### src/rtl/memory_port_arbiter.sv
// Shares one single-port synchronous SRAM between a read-only fetch port and a read/write data port.
// Data has priority; a saturating streak counter lets fetch in after STARVE_LIMIT consecutive data wins.
module memory_port_arbiter #(
  parameter int ADDR_WIDTH   = 32,
  parameter int DATA_WIDTH   = 32,
  parameter int STARVE_LIMIT = 4
) (
  input  logic                    clk,
  input  logic                    rst,
  input  logic                    i_req_valid,
  output logic                    i_req_ready,
  input  logic [ADDR_WIDTH-1:0]   i_req_addr,
  output logic                    i_rsp_valid,
  input  logic                    i_rsp_ready,
  output logic [DATA_WIDTH-1:0]   i_rsp_data,
  input  logic                    d_req_valid,
  output logic                    d_req_ready,
  input  logic                    d_req_write,
  input  logic [ADDR_WIDTH-1:0]   d_req_addr,
  input  logic [DATA_WIDTH-1:0]   d_req_wdata,
  input  logic [DATA_WIDTH/8-1:0] d_req_wstrb,
  output logic                    d_rsp_valid,
  input  logic                    d_rsp_ready,
  output logic [DATA_WIDTH-1:0]   d_rsp_data,
  output logic                    mem_en,
  output logic                    mem_we,
  output logic [DATA_WIDTH/8-1:0] mem_be,
  output logic [ADDR_WIDTH-1:0]   mem_addr,
  output logic [DATA_WIDTH-1:0]   mem_wdata,
  input  logic [DATA_WIDTH-1:0]   mem_rdata
);

  localparam logic [3:0] LIMIT = 4'(STARVE_LIMIT);

  typedef enum logic [1:0] {IDLE, READ, RESP} state_t;

  state_t     state, state_nxt;
  logic       owner;  // 1 = data port owns the outstanding read
  logic [3:0] streak;
  logic       grant_i, grant_d;

  function automatic logic [3:0] sat_inc(input logic [3:0] v);
    return (v >= LIMIT) ? LIMIT : v + 4'd1;
  endfunction

  always_comb begin
    state_nxt = state;
    grant_i   = 1'b0;
    grant_d   = 1'b0;
    mem_en    = 1'b0;
    mem_we    = 1'b0;
    mem_be    = '0;
    mem_addr  = '0;
    mem_wdata = '0;
    case (state)
      IDLE: begin
        if (!rst) begin
          if (d_req_valid && !(i_req_valid && streak == LIMIT)) grant_d = 1'b1;
          else if (i_req_valid)                                  grant_i = 1'b1;
        end
        if (grant_d) begin
          mem_en    = 1'b1;
          mem_we    = d_req_write;
          mem_be    = d_req_write ? d_req_wstrb : '1;
          mem_addr  = d_req_addr;
          mem_wdata = d_req_wdata;
          if (!d_req_write) state_nxt = READ;
        end else if (grant_i) begin
          mem_en    = 1'b1;
          mem_be    = '1;
          mem_addr  = i_req_addr;
          state_nxt = READ;
        end
      end
      READ:    state_nxt = RESP;
      RESP:    if (owner ? d_rsp_ready : i_rsp_ready) state_nxt = IDLE;
      default: state_nxt = IDLE;
    endcase
    i_req_ready = grant_i;
    d_req_ready = grant_d;
  end

  always_ff @(posedge clk) begin
    if (rst) begin
      state       <= IDLE;
      owner       <= 1'b0;
      streak      <= 4'd0;
      i_rsp_valid <= 1'b0;
      d_rsp_valid <= 1'b0;
      i_rsp_data  <= '0;
      d_rsp_data  <= '0;
    end else begin
      state <= state_nxt;
      if (state == IDLE) begin
        if (grant_i || !i_req_valid) streak <= 4'd0;
        else if (grant_d)            streak <= sat_inc(streak);
        if (grant_i)                       owner <= 1'b0;
        else if (grant_d && !d_req_write)  owner <= 1'b1;
      end
      // SRAM data is valid the cycle after the strobe; park it in the owner's register
      if (state == READ) begin
        if (owner) begin
          d_rsp_valid <= 1'b1;
          d_rsp_data  <= mem_rdata;
        end else begin
          i_rsp_valid <= 1'b1;
          i_rsp_data  <= mem_rdata;
        end
      end
      if (state == RESP) begin
        if (i_rsp_valid && i_rsp_ready) i_rsp_valid <= 1'b0;
        if (d_rsp_valid && d_rsp_ready) d_rsp_valid <= 1'b0;
      end
    end
  end

endmodule
### config.mk
export PLATFORM = sky130hd
export DESIGN_NAME = memory_port_arbiter
export DESIGN_NICKNAME = d
export VERILOG_FILES = /design/src/rtl/memory_port_arbiter.sv
export SDC_FILE = /design/constraint.sdc
export NUM_CORES = 1
export LEC_CHECK = 0
export CORE_AREA = 2 2 109 111
export DETAILED_ROUTE_END_ITERATION = 10
export DIE_AREA = 0 0 111 113
export PLACE_DENSITY = 0.73
export SLEW_MARGIN = 20
export SYNTH_ARGS = -nofsm -noshare
export SYNTH_HDL_FRONTEND = slang
export SYNTH_SLANG_ARGS = --single-unit
export TNS_END_PERCENT = 5
### constraint.sdc
create_clock -name clk -period 3.7 [get_ports clk]
set_clock_uncertainty 0.15 [all_clocks]
set_input_delay 0.555 -clock clk [delete_from_list [all_inputs] [get_ports clk]]
set_output_delay 0.555 -clock clk [all_outputs]
set_load 0.02 [all_outputs]
Word level (Yosys, flattened, before mapping)
Cells that the tools add are included.
{"block": "op_classes", "n_addsub": 1, "multipliers": 0, "div_mod_pow": 0, "n_lt_le_gt_ge": 1, "n_eq_ne": 6, "shifts": 0, "n_mux": 42, "bitwise": 1, "n_reduce_logical": 17}
{"op": "two-way mux 32 bit", "count": 5}
{"op": "two-way mux 4 bit", "count": 7}
{"op": "two-way mux 1 bit", "count": 25}
{"op": "two-way mux 2 bit", "count": 4}
{"op": "AND reduction 2 bit", "count": 4}
{"op": "!= test 3 bit, second input constant", "count": 2}
{"op": "one-hot mux 2 bit (3 select lines)", "count": 1}
{"op": "logical AND 1 bit", "count": 5}
{"op": "adder 4 x 1 -> 4 bit, second input constant", "count": 1}
{"op": "equality test 4 x 3 -> 1 bit, second input constant", "count": 1}
{"op": "greater-or-equal comparator 4 x 3 -> 1 bit, second input constant", "count": 1}
{"op": "nonzero test 2 bit", "count": 2}
{"op": "zero test 1 bit", "count": 3}
{"op": "AND reduction 3 bit", "count": 1}
{"op": "equality test 2 x 1 -> 1 bit, second input constant", "count": 1}
{"op": "equality test 2 bit, second input constant", "count": 1}
{"op": "zero test 2 bit", "count": 1}
{"op": "!= test 2 bit, second input constant", "count": 1}
{"op": "logical OR 1 bit", "count": 1}
{"op": "inverter 1 bit", "count": 1}
{"block": "totals", "reg_bits": 73, "latchBits": 0, "ramBits": 0, "romBits": 0, "out_inout_bits": 138, "elab_cells": 75, "mem_count": 0}

Longest topological paths before layout
{"block": "depth", "ltp_word": 11, "ltp_mapped": 7}

Least setup slack after synthesis
OpenSTA, ideal clock, no wires.
{"block": "synth_timing", "kind": "input to output", "start": "input i_req_valid", "end": "output mem_addr[0]", "arrival_ns": 1.516, "slack_ns": 1.479, "cell_stages": 4, "path_buffers": 2, "cell_sequence": "clkbuf_1 > buf_1 > nand3_1 > o21ai_1"}
{"block": "synth_via", "elab_chain_cells": 9, "elab_cells_between_ends": 13}
{"item": "from (decl)", "line_no": "10", "text": "input logic i_req_valid,"}
{"item": "logical AND 1 bit", "line_no": "58", "text": "if (d_req_valid && !(i_req_valid && streak == LIMIT)) grant_d = 1'b1;"}
{"item": "zero test 1 bit", "line_no": "58"}
{"item": "logical AND 1 bit", "line_no": "58"}
{"item": "two-way mux 1 bit", "line_no": "58"}
{"item": "two-way mux 1 bit", "line_no": "57", "text": "if (!rst) begin"}
{"item": "two-way mux 1 bit", "line_no": "55", "text": "case (state)"}
{"item": "two-way mux 32 bit", "line_no": "68", "text": "end else if (grant_i) begin"}
{"item": "two-way mux 32 bit *", "line_no": "61", "text": "if (grant_d) begin"}
{"item": "two-way mux 32 bit *", "line_no": "55"}
{"item": "to (decl)", "line_no": "28", "text": "output logic [ADDR_WIDTH-1:0] mem_addr,"}
Every way passes the cells marked *; elsewhere a longest branch is shown, timed or not. The select of a mux whose other input is x is not followed.

Worst setup path in the final report
{"block": "layout_timing", "start": "register state[1]", "end": "output mem_addr[7]"}
{"block": "layout_via", "elab_chain_cells": 2}
{"item": "from (decl)", "line_no": "37", "text": "state_t state, state_nxt;"}
{"item": "from (signal assigned)", "line_no": "93", "text": "state <= state_nxt;"}
{"item": "zero test 2 bit", "line_no": "55"}
{"item": "two-way mux 32 bit", "line_no": "55"}
Every way passes these cells.

==> results.cfg <==
[status]
outcome = completed

[cts]
clk_latency_ps = 330
post_cts_buffers = 0
tritoncts = yes
numClockSinks = 73
clockBufferDepth = 2
clkTransAtPathRegs_ps = 50
cts_buffers = 9
post_cts_resized = 0
h-tree-depth = 3
cts_root_buf = clkbuf_16
hold_buffers = 0

[detailed_routing]
drcViolationCount = 0
drt_first_pass_iters = 6
detail_route.wl_per_cell_um = 16.37
drt_iter0_drc = 347
dr_total_vias = 4479
totalWireLength_um = 14650
viasPerCell = 5.004
final_antenna_net_count = 0

[pwr]
switching_power_mw = 0.6337
p_comb_share_pct = 26.3
ir_worst_vdd_uv = 288.5
switching_share_pct = 26.60
power_density_mw_per_mm2 = 353.0
leakage_nw = 2.429
internal_power_mw = 1.748
clkPwrFrac_pct = 38.2
p_seq_share_pct = 35.5

[critical_path]
cp_cell_sequence = nor3_4 -> buf_4 -> nand3_1 -> o21ai_1 -> clkdlybuf4s50_1
worstSetupPathType = reg2out
path_max_fanout = 16
critPathMaxStageDelay_ps = 650
cp_top_family = buffers and inverters
critPathArrivalTime_ps = 2680
crit_path_end_kind = output pin
cp-start-kind = flip-flop
cp.buffers_inverters = 2
cp.required_ps = 2990
rrSetupSlack_ps = 1660
slowest_stage = nor3_4

[sta]
rsz0062_at_grt = no
clock.fmax_mhz = 295.0
slew-limit-headroom_pct = 48.64
final_max_slew_viol_count = 0
tightest_slew_ps = 770.3
post-route-min-period_ps = 3390
finalCritPeriodShare_pct = 91.61
whs_ps = 301.7
hold_violations = 0
finalSetupTns_ps = 0
setup_viol = 0

[yosys]
syn_inst = 500
synth.cell_area_mm2 = 0.003651
synth_compound_area_share_pct = 16.62
yosysWarnings = 0
synth-seq-cells = 73
synth.distinct_cells = 39
synthMuxAreaShare_pct = 0.2742
synthAdderAreaFrac_pct = 0.6854
synth.yosys.seq_area_share_pct = 40.03
synth-simple-area-share_pct = 34.30
synth.avg_cell_area_um2 = 7.302
yosys.area_share.xor_xnor_pct = 0
syn-num-nets = 641
synth_top_family_by_area = simple AND/OR/NAND/NOR gates

[grt]
grt_pass1_vias = 4265
track_usage_pct = 22.27
antenna_found_initial = 0
gr-total-overflow = 0
grt_start_max_net_pins = 75
grt_first_pass_wirelength_um = 22290

[place]
place.gp.congestion = 0.9208
portBuffers = 276
dp_hpwl_um = 11130
post-place-cells = 880

[floorplan]
coreArea_mm2 = 0.01127
die_w_um = 111
rows = 39
pin_count = 277
die_area_mm2 = 0.01254
die_y_um = 113
initial_utilization_pct = 32.39

[layout]
diodes = 0
areaGrowthSynthToFinish_pct = 84.85
fin_nets = 889
stdcell_count = 895
n_fill_cell = 1025
drive_gt1_share_pct = 4.787

[flow_run]
maxCapViolations = 0

[hold_path]
hp-class = reg2reg
[synth_stat cells, drive strengths merged]
cell	instances	area share, %
and3	34	5.8
nand4b	1	0.65
a21oi	68	9.3
a21boi	1	0.21
o21a	1	0.21
nand2b	2	0.34
nor4b	1	0.24
nor2	4	0.41
a31oi	1	0.17
inv	3	0.31
nand3	32	4.4
nor3	4	0.86
and3b	1	0.24
nor4	1	0.17
nand4	32	5.5
nor3b	2	0.55
a32oi	2	0.48
nand2	132	14
o21ai	34	4.7
o21bai	1	0.21
dfxtp	73	40
and2	1	0.24
mux2i	1	0.27
nor2b	2	0.34
or2	2	0.34
clkbuf	23	2.4
or3b	1	0.24
a22oi	1	0.21
buf	30	5.4
ha	2	0.69
nand3b	2	0.41
o211ai	1	0.21
o31a	4	0.96
[flip-flops by register name (all words and copies together), names as in the netlist]
register     cells
i_rsp_valid      1
state            2
i_rsp_data      32
d_rsp_valid      1
streak           4
d_rsp_data      32
owner            1
[power groups by stage]
| stage | Combinational (mW) | Sequential (mW) | Clock, mW |
|---|---|---|---|
| 2_1_floorplan | 0.254 | 0.888 | 0 |
| 3_3_place_gp | 0.617 | 0.860 | 0 |
| 3_5_place_dp | 0.625 | 0.862 | 0 |
| 4_1_cts | 0.627 | 0.845 | 0.928 |
| 5_1_grt | 0.664 | 0.850 | 0.967 |
| 6_report | 0.626 | 0.845 | 0.911 |
[layout by cell type (no fill, tap or decap), types with 2 or more instances in the layout]
cell type,synthesis,layout
nand2b_1,2,2
clkbuf_16,0,9
nand3b_1,2,2
o21ai_0,2,2
bufinv_16,0,2
o31a_1,4,4
nand4_1,32,32
and3_1,34,34
inv_1,3,3
a21oi_1,68,68
nand2_1,132,132
clkbuf_1,23,2
buf_12,0,2
ha_1,2,2
buf_4,3,13
nor3_1,3,3
clkdlybuf4s50_1,0,274
a32oi_1,2,2
nor2_1,4,4
nand3_1,32,32
or2_2,2,2
o21ai_1,32,32
dfxtp_1,73,73
nor2b_1,2,2
[per-layer routing]
metal  share of wire, %  track usage [%]  up-vias  routed length (um)
met4                2.3            8.333        0                 342
met2                 50            39.92      180                7328
met5                  0                0        -                   0
li1                   -                -     2234                   -
met1                 39            23.93     2044                5679
met3                8.9            8.463       21                1303
[cell type report]
type | count | area (um2) | share of cell area (%)
clock buffer | 12 | 246.5 | 3.652
inverter | 3 | 11.26 | 0.1669
timing repair buffer | 290 | 2885 | 42.75
multi-input combinational | 371 | 1901 | 28.16
sequential | 73 | 1461 | 21.65
tap | 143 | 178.9 | 2.651
clock inverter | 3 | 65.06 | 0.9640
[kinds of logic (layout without fill, tap and decap cells)]
logic type | count (synthesis) | count (layout)
compound gates | 114 | 114
buf+inv | 56 | 308
fa+ha+maj | 2 | 2
mux | 1 | 1
flops | 73 | 73
simple gates | 254 | 254
[worst reg2reg max path, cell delays in order (launching register included)]
cell and delay (ps):
dfxtp_1 710, nand3b_1 520, buf_4 350, nand2_1 90, a21oi_1 150
[metrics by stage]
stage | area (um2) | power [mW] | setup slack [ps] | utilization [%]
2_1_floorplan | 3651 | 1.142 | 1479 | -
3_3_place_gp | 6437 | 1.477 | 442.6 | 57.11
5_1_grt | 6749 | 2.481 | 165.8 | 59.87
4_1_cts | 6749 | 2.400 | 323.2 | 59.87
6_report | 6749 | 2.382 | 310.4 | 59.87
3_5_place_dp | 6437 | 1.487 | 431.1 | 57.11
[final timing paths]
| path | from | to | cells past startpoint |
|---|---|---|---|
| worst max register to register | state[1]$_SDFFE_PP0P_ | d_rsp_data[16]$_SDFFE_PP0P_ | 4 |
| worst min register to register | i_rsp_data[3]$_SDFFE_PP0P_ | i_rsp_data[3]$_SDFFE_PP0P_ | 2 |
| worst max-delay path | state[1]$_SDFFE_PP0P_ | mem_addr[7] | 5 |
| worst min-delay path | i_rsp_data[3]$_SDFFE_PP0P_ | i_rsp_data[3]$_SDFFE_PP0P_ | 2 |
Power figures use the tool's default switching activity.
